===== src/rtl/spi_encoder_hub_pkg.sv =====
// Shared types and constants for the SPI encoder hub: FSM states, command
// opcodes and the identification byte returned during the command phase.
package spi_enc_pkg;

  typedef enum logic [1:0] {
    IDLE  = 2'd0,
    CMD   = 2'd1,
    DATA  = 2'd2,
    DRAIN = 2'd3
  } state_t;

  typedef enum logic [1:0] {
    OP_READ       = 2'b00,
    OP_READ_CLEAR = 2'b01
  } opcode_t;

  localparam logic [7:0] INVALID_BYTE = 8'hFF;

  // High nibble: channel count minus one; low nibble: bytes per channel minus one.
  function automatic logic [7:0] idByte(input int numCh, input int countW);
    return {4'(numCh - 1), 4'(countW / 8 - 1)};
  endfunction

endpackage


===== src/rtl/spi_encoder_hub_sync_edge.sv =====
// Multi-flop synchroniser with a glitch filter and registered edge strobes.
// The level only moves once every synchroniser stage agrees on the new value.
module spi_sync_edge #(
  parameter int SYNC_STAGES = 2
) (
  input  logic clk,
  input  logic reset,
  input  logic in,
  output logic level,
  output logic rise,
  output logic fall
);

  logic [SYNC_STAGES-1:0] r_sync;
  logic                   r_level;
  logic                   r_rise;
  logic                   r_fall;

  // During reset the level tracks the pin directly, so no edge is reported on release.
  always_ff @(posedge clk) begin
    r_sync <= {r_sync[SYNC_STAGES-2:0], in};
    if (reset) begin
      r_level <= r_sync[SYNC_STAGES-1];
      r_rise  <= 1'b0;
      r_fall  <= 1'b0;
    end else begin
      r_rise <= 1'b0;
      r_fall <= 1'b0;
      if ((&r_sync) && !r_level) begin
        r_level <= 1'b1;
        r_rise  <= 1'b1;
      end else if (!(|r_sync) && r_level) begin
        r_level <= 1'b0;
        r_fall  <= 1'b1;
      end
    end
  end

  assign level = r_level;
  assign rise  = r_rise;
  assign fall  = r_fall;

endmodule


===== src/rtl/spi_encoder_hub.sv =====
// SPI mode-0 slave that snapshots N encoder counters at chip-select and
// streams them MSB-first with channel auto-increment and optional read-and-clear.
module spi_encoder_hub
  import spi_enc_pkg::*;
#(
  parameter int NUM_CH      = 4,
  parameter int COUNT_W     = 32,
  parameter int SYNC_STAGES = 2
) (
  input  logic                      clk,
  input  logic                      reset,
  input  logic [NUM_CH*COUNT_W-1:0] encCounts,
  input  logic                      cs,
  input  logic                      sck,
  input  logic                      mosi,
  output logic                      miso,
  output logic                      misoEn,
  output logic [NUM_CH-1:0]         clearReq,
  output logic                      busy,
  output state_t                    dbgState
);

  localparam int         BPC    = COUNT_W / 8;
  localparam int         SNAP_W = NUM_CH * COUNT_W;
  localparam int         IDX_W  = $clog2(SNAP_W);
  localparam logic [7:0] ID     = idByte(NUM_CH, COUNT_W);

  logic w_csLevel, w_csRise, w_csFall;
  logic w_sckLevel, w_sckRise, w_sckFall;
  logic w_mosi, w_mosiRise, w_mosiFall;
  logic w_unused;

  spi_sync_edge #(.SYNC_STAGES(SYNC_STAGES)) u_cs_sync (
    .clk(clk), .reset(reset), .in(cs),
    .level(w_csLevel), .rise(w_csRise), .fall(w_csFall)
  );
  spi_sync_edge #(.SYNC_STAGES(SYNC_STAGES)) u_sck_sync (
    .clk(clk), .reset(reset), .in(sck),
    .level(w_sckLevel), .rise(w_sckRise), .fall(w_sckFall)
  );
  spi_sync_edge #(.SYNC_STAGES(SYNC_STAGES)) u_mosi_sync (
    .clk(clk), .reset(reset), .in(mosi),
    .level(w_mosi), .rise(w_mosiRise), .fall(w_mosiFall)
  );
  assign w_unused = w_sckLevel ^ w_mosiRise ^ w_mosiFall;

  state_t              r_state;
  logic                r_rstQ;
  logic                r_active;
  logic [SNAP_W-1:0]   r_snap;
  logic [7:0]          r_shift;
  logic [6:0]          r_cmd;
  logic [2:0]          r_bitCnt;
  logic [3:0]          r_ch;
  logic [2:0]          r_b;
  logic [3:0]          r_startCh;
  logic                r_valid;
  logic                r_isClear;
  logic [3:0]          r_dataCnt;
  logic [NUM_CH-1:0]   r_clearReq;

  logic [7:0]          w_cmdFull;
  logic                w_cmdValid;
  logic [IDX_W-1:0]    w_base;
  logic [7:0]          w_dataByte;

  // Current pointer is (channel, byte-within-channel); byte 0 is the channel's MSB byte.
  always_comb begin
    w_cmdFull  = {r_cmd, w_mosi};
    w_cmdValid = ((w_cmdFull[7:6] == OP_READ) || (w_cmdFull[7:6] == OP_READ_CLEAR))
                 && (int'(w_cmdFull[5:0]) < NUM_CH);
    w_base     = IDX_W'(int'(r_ch) * COUNT_W + (BPC - 1 - int'(r_b)) * 8);
    w_dataByte = r_valid ? r_snap[w_base +: 8] : INVALID_BYTE;
  end

  always_ff @(posedge clk) begin
    if (reset) begin
      r_state    <= IDLE;
      r_rstQ     <= 1'b1;
      r_active   <= 1'b0;
      r_snap     <= '0;
      r_shift    <= '0;
      r_cmd      <= '0;
      r_bitCnt   <= '0;
      r_ch       <= '0;
      r_b        <= '0;
      r_startCh  <= '0;
      r_valid    <= 1'b0;
      r_isClear  <= 1'b0;
      r_dataCnt  <= '0;
      r_clearReq <= '0;
    end else begin
      r_rstQ     <= 1'b0;
      r_clearReq <= '0;
      // Coming out of reset mid-transaction: sit out the rest of it.
      if (r_rstQ && !w_csLevel) begin
        r_state  <= DRAIN;
        r_active <= 1'b0;
      end else begin
        case (r_state)
          IDLE: begin
            if (w_csFall) begin
              r_state   <= CMD;
              r_active  <= 1'b1;
              r_snap    <= encCounts;
              r_shift   <= ID;
              r_cmd     <= '0;
              r_bitCnt  <= '0;
              r_dataCnt <= '0;
              r_valid   <= 1'b0;
              r_isClear <= 1'b0;
            end
          end
          CMD, DATA: begin
            if (w_csRise) begin
              r_state  <= IDLE;
              r_active <= 1'b0;
              r_shift  <= '0;
              if (r_state == DATA && r_valid && r_isClear && int'(r_dataCnt) >= BPC) begin
                for (int i = 0; i < NUM_CH; i++) begin
                  if (i == int'(r_startCh)) r_clearReq[i] <= 1'b1;
                end
              end
            end else begin
              if (w_sckRise) begin
                r_bitCnt <= r_bitCnt + 3'd1;
                if (r_state == CMD) begin
                  r_cmd <= w_cmdFull[6:0];
                  if (r_bitCnt == 3'd7) begin
                    r_state   <= DATA;
                    r_valid   <= w_cmdValid;
                    r_isClear <= (w_cmdFull[7:6] == OP_READ_CLEAR);
                    r_startCh <= w_cmdFull[3:0];
                    r_ch      <= w_cmdValid ? w_cmdFull[3:0] : 4'd0;
                    r_b       <= '0;
                  end
                end else if (r_bitCnt == 3'd7 && int'(r_dataCnt) < BPC) begin
                  r_dataCnt <= r_dataCnt + 4'd1;
                end
              end
              // The fall after the 8th rise of a byte loads the next byte.
              if (w_sckFall) begin
                if (r_state == DATA && r_bitCnt == 3'd0) begin
                  r_shift <= w_dataByte;
                  if (int'(r_b) == BPC - 1) begin
                    r_b  <= '0;
                    r_ch <= (int'(r_ch) == NUM_CH - 1) ? 4'd0 : r_ch + 4'd1;
                  end else begin
                    r_b <= r_b + 3'd1;
                  end
                end else begin
                  r_shift <= {r_shift[6:0], 1'b0};
                end
              end
            end
          end
          DRAIN: begin
            r_active <= 1'b0;
            if (w_csLevel) r_state <= IDLE;
          end
          default: r_state <= IDLE;
        endcase
      end
    end
  end

  assign miso     = r_shift[7];
  assign misoEn   = r_active;
  assign busy     = r_active;
  assign clearReq = r_clearReq;
  assign dbgState = r_state;

endmodule


===== config.mk =====
export PLATFORM = sky130hd
export DESIGN_NAME = spi_encoder_hub
export DESIGN_NICKNAME = d
export VERILOG_FILES = /design/src/rtl/spi_encoder_hub_pkg.sv /design/src/rtl/spi_encoder_hub_sync_edge.sv /design/src/rtl/spi_encoder_hub.sv
export SDC_FILE = /design/constraint.sdc
export NUM_CORES = 1
export LEC_CHECK = 0
export ABC_CLOCK_PERIOD_IN_PS = 3700
export CAP_MARGIN = 20
export CORE_ASPECT_RATIO = 0.75
export CORE_MARGIN = 2
export CORE_UTILIZATION = 25
export CTS_BUF_LIST = sky130_fd_sc_hd__clkbuf_16
export CTS_CLUSTER_DIAMETER = 100
export DETAILED_ROUTE_END_ITERATION = 8
export SLEW_MARGIN = 30
export SYNTH_ARGS = -nofsm -noshare
export SYNTH_HDL_FRONTEND = slang
export SYNTH_SLANG_ARGS = --single-unit

===== constraint.sdc =====
create_clock -name clk -period 3.7 [get_ports clk]
set_input_delay 1.11 -clock clk [delete_from_list [all_inputs] [get_ports clk]]
set_output_delay 1.11 -clock clk [all_outputs]
set_load 0.05 [all_outputs]

* Word-level counts from Yosys, hierarchy flattened
Cells that the tools add are included.
** Operators by class
- Add/sub/neg operators :: 6
- Magnitude comparators :: 3
- Eq/ne operators :: 24
- Shift-type cells :: 1
- Mux-type cells :: 75
- Bitwise gates (word level) :: 4
- Reduce and logical (&&, ||, !) cells :: 49
** Operators by type and width (number)
- 128-bit by 8-bit variable part select with 8-bit output :: 1
- 4-bit two-way mux :: 13
- 8-bit two-way mux :: 5
- 1-bit two-way mux :: 29
- 7-bit two-way mux :: 4
- 3-bit two-way mux :: 9
- 8-bit one-hot mux with 2 select lines :: 1
- 2-bit two-way mux :: 7
- 7-bit one-hot mux with 2 select lines :: 1
- 7-bit AND reduction :: 2
- 2-bit OR reduction :: 7
- 1-bit logical AND :: 13
- 6-bit AND reduction :: 2
- 2-bit != test, second input constant :: 5
- 5-bit AND reduction :: 2
- 3-bit nonzero test :: 3
- 4-bit by 1-bit adder with 4-bit output, second input constant :: 2
- 3-bit by 4-bit equality test with 1-bit output, first input constant :: 2
- 4-bit by 3-bit != test with 1-bit output, second input constant :: 2
- 4-bit one-hot mux with 2 select lines :: 1
- 2-bit AND reduction :: 4
- 7-bit adder :: 1
- 3-bit by 1-bit adder with 3-bit output, second input constant :: 2
- 3-bit equality test, second input constant :: 2
- other kinds (26) :: 42
** Storage, ports and cells
- Register bits :: 184
- Input bits :: 133
- Output and inout bits :: 9

* Logic depth before layout (Yosys ltp)
Gate-level depths: netlist of the first run.
- Depth in word-level cells :: 10
- Gate-level depth with buffers :: 8

* By module
A second synthesis of the first run with hierarchy kept.
** Second synthesis, totals
- Cell total of the unflattened synthesis :: 917
- Area total of the unflattened synthesis :: 8047.7 µm²
** By module, submodules not included
- spi_encoder_hub :: instances 1, cells an instance 884, area an instance 7552.2 µm²
- spi_sync_edge :: instances 3, cells an instance 11, area an instance 165.2 µm²

* Worst setup path after synthesis of the first run
Ideal clock, no wire load.
- Kind :: reg2reg
- Start :: register r_state[0] (netlist: dbgState[0])
- End :: register r_ch[3]
- Setup time :: 0.070 ns
- Arrival :: 2.370 ns
- Required time :: 3.630 ns
- Path slack :: 1.260 ns
- Stages on the path, launching flop included :: 8
- Path buffers :: 1
- Period minus slack after synthesis :: 2.440 ns
- Cell sequence :: dfxtp_1 -> inv_1 -> ha_1 -> buf_6 -> nor2b_1 -> nand2_1 -> or4_1 -> a21oi_1
** On the way
- Cells in the longest elaborated chain, start to end :: 6
- Elaborated cells between the ends (all ways) :: 10
- Those cells by class :: 2 x eq/ne; 5 x mux; 3 x reduce/logical
** RTL lines
- from (decl) :: line spi_encoder_hub.sv:47 : state_t r_state;
- from (signal assigned) :: line spi_encoder_hub.sv:78 : r_state <= IDLE;
- from (signal assigned) :: line spi_encoder_hub.sv:97 : r_state <= DRAIN;
- from (signal assigned) :: line spi_encoder_hub.sv:103 : r_state <= CMD;
- 2-bit by 1-bit equality test with 1-bit output :: line spi_encoder_hub.sv:100, spi_encoder_hub.sv:127
- 4-bit two-way mux :: line spi_encoder_hub.sv:127 : if (r_state == CMD) begin
- 4-bit two-way mux :: line spi_encoder_hub.sv:125 : if (w_sckRise) begin
- 4-bit two-way mux :: line spi_encoder_hub.sv:145 : if (int'(r_b) == BPC - 1) begin
- 4-bit two-way mux :: line spi_encoder_hub.sv:143 : if (r_state == DATA && r_bitCnt == 3'd0) begin
- 4-bit two-way mux :: line spi_encoder_hub.sv:142 : if (w_sckFall) begin
- to (signal assigned) :: line spi_encoder_hub.sv:134 : r_ch <= w_cmdValid ? w_cmdFull[3:0] : 4'd0;
- to (signal assigned) :: line spi_encoder_hub.sv:147 : r_ch <= (int'(r_ch) == NUM_CH - 1) ? 4'd0 : r_ch + 4'd1;
- to (decl) :: line spi_encoder_hub.sv:54 : logic [3:0] r_ch;
Several ways; a longest one is shown, not always the timed one.
A chain may end at the register's enable or synchronous reset.

* Worst setup path after layout of the first run
- Start :: register r_state[0] (netlist: dbgState[0])
- End :: output dbgState[0]
** RTL lines
- to (decl) :: line spi_encoder_hub.sv:20 : output state_t dbgState
No word-level cell between the ends.

==> flow_metrics.tcl, run 1 <==
set metrics [dict create \
    status "completed" \
    cap_violations 0 \
    syn_avg_cell_area_um2 8.921 \
    path_max_fanout 4 \
    fin_setup_tns_ns 0 \
    syn_nets 1039 \
    startpoint_type "flop" \
    drt_first_iter_violations 445 \
    fin_skew_ns 0.01705 \
    htree_levels 4 \
    pwr_density_cell_mw_per_mm2 442.0 \
    criticalPathCategory "reg -> out" \
    drc 0 \
    slew_headroom 0.5329 \
    cts_buffers 17 \
    clock-sinks 184 \
    die_y_um 158.7 \
    dp_hpwl_mm 16.26 \
    hold_depth 0 \
    vdd_drop_max_mv 0.3192 \
    syn_to_final_growth_pct 29.51 \
    worstPathRequired_ns 2.59 \
    grtUsageTotal 0.1364 \
    crit_cells 1 \
    post_cts_buffers 0 \
    reg2reg_depth 6 \
    ant_nets 0 \
    grt_max_degree 116 \
    nNetsFinal 1142 \
    dieWidth_um 210.2 \
    min_period_over_period 0.7477 \
    via_per_inst 4.638 \
    die_area_mm2 0.03336 \
    crit_path_end_kind "primary output" \
    num_vias 6577 \
    synth_top_area_frac 0.4543 \
    grt_pass1_vias 6233 \
    slowest_stage "clkdlybuf4s50_1" \
    synth_async_sr_flop_share 0 \
    gp_congestion 0.7933 \
    cts_root_buffer "clkbuf_16" \
    path_clk_slew_ns 0.08 \
    synth_edf_count 3 \
    synth_area_leader_cell "dfxtp_1" \
    synth-seq-area-share 0.4656 \
    path_cells "clkdlybuf4s50_1" \
    grt_setup_unrepaired "false" \
    min_path_type "reg -> reg" \
    grt_overflow 0 \
    cp_num_buf_inv 1 \
    drive_gt1_frac 0.07327 \
    port-buffer-count 141 \
    netlist_area_mm2 0.007975 \
    syn_inst 894 \
    ys_ff_latch 184 \
    synth.distinct_cells 57 \
    fin_util 0.3298 \
    synthTopCellsByArea "dfxtp_1, nand2_1, a21oi_1" \
    wl_per_cell_um 15.80 \
    first_pass_iters 4 \
    antenna_found_initial 4 \
    grt_pass1_wl_mm 34.82 \
    wirelength_mm 22.41 \
    coreArea_mm2 0.03132 \
    arrival_ns 1.66 \
    start_util 0.2546 \
    clock_latency_ns 0.44 \
    tritoncts "built" \
    slowest_delay_ns 0.83 \
    cts_resized 0 \
    ys.flop_type "dfxtp_1" \
    setup_viol 0 \
    p_leak_nw 3.471 \
    finalMaxSlewViolations 0 \
    tightest_slew_ns 0.7007 \
    clk_path_buf_depth 2 \
    io_pins 142 \
    period_minus_slack_ns 2.767 \
    ys_warn_count 0 \
    ctsHoldBuffers 0 \
    rows 56 \
    hold_viol 0 \
    max_freq_mhz 361.4 \
    critPathTopFamily "buffers and inverters" \
]
[worst paths after layout]
kind                          startpoint                     endpoint  slack (ns)
min          u_cs_sync.r_sync[0]$_DFF_P_  u_cs_sync.r_sync[1]$_DFF_P_        0.39
max reg2reg     dbgState[0]$_SDFFE_PP0P_         r_ch[3]$_SDFFE_PP0P_        1.08
min reg2reg  u_cs_sync.r_sync[0]$_DFF_P_  u_cs_sync.r_sync[1]$_DFF_P_        0.39
max             dbgState[0]$_SDFFE_PP0P_                  dbgState[0]        0.93
[power breakdown]
group          internal [mW]  total, mW  switching (mW)
Sequential              2.04       2.08          0.0404
Combinational          0.264      0.559           0.296
Clock                  0.950       1.93           0.978
Total                   3.25       4.56            1.31
[cells in the mapped netlist, drive strengths merged, types with 3 or more instances]
cell type / instances
nand2: 278
dfxtp: 181
a21oi: 149
clkbuf: 49
mux4: 39
nor2: 28
buf: 16
inv: 14
nand3: 14
nand2b: 13
ha: 12
nor2b: 12
mux2i: 10
o21ai: 7
nor3: 6
and3: 5
a31oi: 4
o221a: 4
o22ai: 4
a211oi: 3
a22oi: 3
edfxtp: 3
nand3b: 3
o211ai: 3
o21a: 3
[registers in the layout, indices dropped and copies added (netlist names), 3 cells and up]
name and flops:
r_shift 8, clearReq 4, r_bitCnt 3, r_cmd 7
r_ch 4, r_b 3, r_snap 128, r_dataCnt 4
r_startCh 4
[logic make-up (layout without fill, tap and decap cells)]
kind of cell    count (synthesis)  after routing  synth area share
compound gates                192            192            0.1341
xor+xnor                        1              1          0.002981
fa+ha+maj                      12             12           0.01883
buf+inv                        79            195           0.04769
flops                         184            184            0.4656
mux                            50             50            0.1319
other cells                     0              2                 0
simple gates                  376            376            0.1988
[metrics by stage]
stage               worst slack, ns  total power [mW]  cell area [µm²]  std cells  hold slack (ns)
finish                       0.9333             4.565            10330       1418           0.3883
global route                 0.7985             4.764            10320       1416           0.3981
CTS                          0.8817             4.619            10320       1416           0.3932
detailed placement            1.121             2.683             9694       1384           0.3730
global placement              1.180             2.675             9674       1383           0.3776
floorplan                     1.260             2.436             7975        894           0.3358
[layout by cell type (no fill, tap or decap), types with 3 or more instances in the layout]
cell type        netlist  final
nand2_1              278    278
dfxtp_1              181    179
a21oi_1              149    149
clkdlybuf4s50_1        0    140
nor2_1                28     28
mux4_2                22     22
clkbuf_16              0     17
mux4_1                16     16
inv_1                 14     14
nand2b_1              13     13
nand3_1               14     13
nor2b_1               12     12
ha_1                  12     12
mux2i_1               10     10
nor3_1                 6      6
o21ai_0                6      6
inv_12                 0      5
inv_8                  0      5
buf_4                  4      5
and3_1                 5      4
o22ai_1                4      4
a31oi_1                4      4
buf_12                 1      4
o211ai_1               3      3
o21a_1                 3      3
a22oi_1                3      3
a211oi_1               3      3
o221a_1                3      3
nand3b_1               3      3
clkinv_8               0      3
edfxtp_1               3      3
[routing by layer]
metal  global-route usage  part of all wire
met1               0.1957              0.50
met3              0.03018             0.056
met4              0.03816             0.012
met2               0.2051              0.43
met5                    0                 0
[cell type report]
class | count | area [µm²]
multi-input combinational | 631 | 3899
inverter | 14 | 52.55
tap | 406 | 508.0
fill | 3179 | 20990
clock buffer | 17 | 425.4
sequential | 184 | 3716
timing repair buffer | 149 | 1519
clock inverter | 15 | 203.9
antenna | 2 | 5.005
Note: power is estimated with default switching activity, not from simulation.
==> run 2, diff against run 1 <==
ABC_CLOCK_PERIOD_IN_PS = 2560   (was 3700)
clock period = 2.56 ns   (was 3.7 ns; I/O delays follow)
==> flow_metrics.tcl, run 2 (synthesis gave the netlist of run 1 again) <==
set metrics [dict create \
    syn_to_final_growth_pct 29.46 \
    cts_resized 0 \
    critPathLaunch "dbgState[0]$_SDFFE_PP0P_" \
    p_clk_frac 0.396 \
    crit_path_end_kind "primary output" \
    die_y_um 158.7 \
    nNetsFinal 1149 \
    hold_path.startpoint "u_mosi_sync.r_sync[0]$_DFF_P_" \
    layout_commonest_cell "nand2_1" \
    setup_viol 0 \
    num_vias 6796 \
    largest_reg_flops 128 \
    clock-sinks 184 \
    port-buffer-count 141 \
    grtUsageTotal 0.1466 \
    grt_setup_unrepaired "false" \
    slew_headroom 0.5852 \
    dieWidth_um 210.2 \
    max_freq_mhz 416.6 \
    switching_share 0.2735 \
    grt_max_degree 90 \
    pre_cts_slack_ns 0.4373 \
    clk_path_buf_depth 2 \
    arrival_ns 1.63 \
    die_area_mm2 0.03336 \
    clock_latency_ns 0.44 \
    drt_first_iter_violations 608 \
    dp_hpwl_mm 18.19 \
    status "completed" \
    ctsHoldBuffers 0 \
    post_cts_buffers 0 \
    slowest_delay_ns 0.83 \
    cp_num_buf_inv 1 \
    fin_skew_ns 0.01522 \
    path_cells "clkdlybuf4s50_1" \
    top_regs "r_snap (128), r_shift (8), r_cmd (7)" \
    power_switching_mw 1.743 \
    fin_setup_tns_ns 0 \
    ant_nets 0 \
    rows 56 \
    wirelength_mm 24.29 \
    combPwrFrac 0.132 \
    fin_util 0.3297 \
    start_util 0.2546 \
    dpl.cell_count 1391 \
    stdcell_area_mm2 0.01032 \
    criticalPathCategory "reg -> out" \
    min_path_type "reg -> reg" \
    hold_viol 0 \
    fin_ws_ns 0.1598 \
    cts_buffers 17 \
    multi_input_area_mm2 0.003899 \
    drc 0 \
    path_max_fanout 4 \
    r2r_start "r_b[0]$_SDFFE_PP0P_" \
    finalPower_mw 6.375 \
    min_period_over_period 0.9376 \
    placed_area_mm2 0.009762 \
    tritoncts "built" \
    pwr-share-seq 0.472 \
    finalMaxSlewViolations 0 \
    startpoint_type "flop" \
    grt_overflow 0 \
    n_fill_cell 3196 \
    ff_latch_area_mm2 0.003716 \
    critPathTopFamily "buffers and inverters" \
    n_antenna_cell 0 \
    htree_levels 4 \
    cts_root_buffer "clkbuf_16" \
    coreArea_mm2 0.03132 \
    holdWs_ns 0.3693 \
    layout_common_cells "nand2_1, dfxtp_1, a21oi_1" \
    drive_gt1_frac 0.08358 \
    regMostFlops "r_snap" \
    period_minus_slack_ns 2.400 \
    antenna_found_initial 0 \
    p_leak_nw 3.483 \
    via_per_inst 4.776 \
    vdd_drop_max_mv 0.4536 \
    worstPathRequired_ns 1.79 \
    p_int_mw 4.631 \
    gp_congestion 0.8794 \
    cap_violations 0 \
    pwr_density_cell_mw_per_mm2 617.4 \
    path_clk_slew_ns 0.08 \
    io_pins 142 \
    first_pass_iters 5 \
    slowest_stage "clkdlybuf4s50_1" \
    grt_pass1_wl_mm 37.08 \
    tightest_slew_ns 0.6185 \
    wl_per_cell_um 17.07 \
    grt_pass1_vias 6506 \
    fin_cells 1423 \
]
-- run 2: worst paths after layout --
kind | slack [ns] | end | cells past startpoint
max | 0.16 | dbgState[0] | 1
min | 0.37 | u_mosi_sync.r_sync[1]$_DFF_P_ | 0
max reg2reg | 0.43 | r_shift[1]$_SDFFE_PP0P_ | 4
min reg2reg | 0.37 | u_mosi_sync.r_sync[1]$_DFF_P_ | 0
-- run 2: per-layer routing --
metal,routed length [µm],GRT usage
met5,0,0
met4,393,0.04154
met3,1853,0.04241
met2,10300,0.2179
met1,11750,0.2059
-- run 2: cell type report --
type | instances | area share
Multi-Input combinational cell | 631 | 0.3776
Sequential cell | 184 | 0.3599
Timing Repair Buffer | 156 | 0.1537
Tap cell | 406 | 0.04920
Clock buffer | 17 | 0.04120
Clock inverter | 15 | 0.01333
Inverter | 14 | 0.005090
-- run 2: power by group through the flow --
stage | clock network [mW] | registers, mW | logic [mW]
6_report | 2.53 | 3.01 | 0.841
5_1_grt | 2.69 | 3.02 | 0.921
4_1_cts | 2.58 | 3.01 | 0.842
3_5_place_dp | 0 | 3.07 | 0.837
3_3_place_gp | 0 | 3.07 | 0.830
2_1_floorplan | 0 | 3.08 | 0.441
==> RTL edit (settings of run 1) <==
Set the parameter `NUM_CH` to 8 (it was 4).
--- a/src/rtl/spi_encoder_hub.sv
+++ b/src/rtl/spi_encoder_hub.sv
@@ -5,3 +5,3 @@
 #(
-  parameter int NUM_CH      = 4,
+  parameter int NUM_CH      = 8,
   parameter int COUNT_W     = 32,
Interface: changed (resized clearReq and encCounts); port bits go from 142 to 274. No check against the original RTL was run, so the function may have changed too.
==> RTL edit against run 1 <==
  * Power rose by 72%
  * Wire length rose by 96%
  * Worst hold slack got worse by 21 ps
  * Critical path type unchanged
  * First-iteration DRC count rose by 100%
  * Design area rose by 74%
  * Area after synthesis rose by 68%
  * Setup slack got worse by 190 ps
  * Critical path depth did not move
  * Sequential cell count rose by 132
==> RTL edit: results (changes against run 1) <==
Logic synthesis
  – Post-Synthesis Cells: 1558 (+74%)
  – Top cells by count, synth: nand2_1, dfxtp_1, a21oi_1, clkbuf_1, mux4_2
  – Mapped Nets: 1832 (+76%)
  – Post-Synth XOR/XNOR Area: 0.3451% (+0.047 points)
  – Synth Area in Compound Gates: 13.82% (+0.40 points)
  – Multiplexer share of the synthesized area: 13.25% (+0.052 points)
  – Yosys cell types: 55 (-3.5%)
  – Synth area leaders: dfxtp_1, nand2_1, mux4_2
  – Register area share after synthesis: 47.39% (+0.82 points)

Finish
  – Multi-In Gates: 1111 (+76%)
  – Buffers excl. clock: 295 (+98%)
  – Clock-cell share: 6.136% (+0.043 points)
  – Signal buffers share of area: 16.61% (+1.9 points)
  – Final net count: 2044 (+79%)
  – Clock buf count: 36 (+19)
  – Syn-to-layout area delta: 33.63%
  – Max FFs per register: 256 (+100%)
  – Register Area: 6364 um^2 (+71%)
  – Fillers: 5480 (+72%)
  – Non-clock inverters: 11 (-3)

Clock network
  – Clock Sinks: 316 (+72%)
  – Clock tree buffer depth: 3 (+1)
  – Worst-Skew Late Latency: 530 ps (+90 ps)
  – CTS clk-pin slew, worst paths: 60 ps (-20 ps)
  – # H-tree levels: 2 (-2)
  – CTS Buf Count: 35 (+18)

Setup path
  – Worst setup path endpoint: miso
  – Max incr delay on CP: 860 ps (+30 ps)
  – R2R Path Start: r_ch[0]
  – Worst R2R End: r_shift[4]
  – Max FO, Critical Path: 2 (-2)
  – Reg2reg path depth: 7 (+1)
  – Worst Setup SP: r_shift[7]
  – Flop2flop setup slack: 860 ps (-220 ps)

Outcome
  – Status: complete, no violations

Route
  – 1st-iter DRT viols: 898 (+100%)
  – WL final: 43920 um (+96%)
  – DRT Pass-1 Iters: 5 (+1)
  – Routed vias/inst: 4.706 (+1.5%)

Power
  – Clk pwr: 3.37 mW (+75%)
  – Peak VDD IR: 0.2731 mV (-14%)
  – Leak pwr: 5.754 nW (+66%)
  – Comb. pwr: 926 uW (+66%)

Global routing
  – GRT Util Overall: 15.45% (+1.8 points)
  – Largest net degree at the start of global routing: 89 (-23%)
  – Vias in the first global route: 11698 (+88%)
  – First-pass GRT wire length: 66640 um (+91%)
  – Antenna violations before repair: 7 (+3)

Timing
  – Final Skew: 24.90 ps (+7.850 ps)
  – Slew @ Worst Pin: 915.5 ps (+214.8 ps)

Placed design
  – Placed Area: 16820 um^2 (+73%)
  – # port buffers: 273 (+94%)
  – Placer Congestion: 0.8658 (+9.1%)
  – Post-placement cell count: 2445 (+77%)
==> RTL edit: worst min-delay path by stage <==
stage                                   start                  end  slack (ps)  cells after the start
after floorplan           u_cs_sync.r_sync[0]  u_cs_sync.r_sync[1]         340                      0
after global placement    u_cs_sync.r_sync[0]  u_cs_sync.r_sync[1]         360                      0
after detailed placement  u_cs_sync.r_sync[0]  u_cs_sync.r_sync[1]         360                      0
after CTS                 u_cs_sync.r_sync[0]  u_cs_sync.r_sync[1]         360                      0
after global routing      u_cs_sync.r_sync[0]  u_cs_sync.r_sync[1]         380                      0
final                     u_cs_sync.r_sync[0]  u_cs_sync.r_sync[1]         370                      0
==> RTL edit: metal layers <==
metal  GRT usage (%)  wire length, um  vias up
met5               0               31        -
li1                -                -     5758
met4           3.434              731        6
met3           3.997             3187       55
met1           20.77            19810     5698
met2           24.88            20160      290
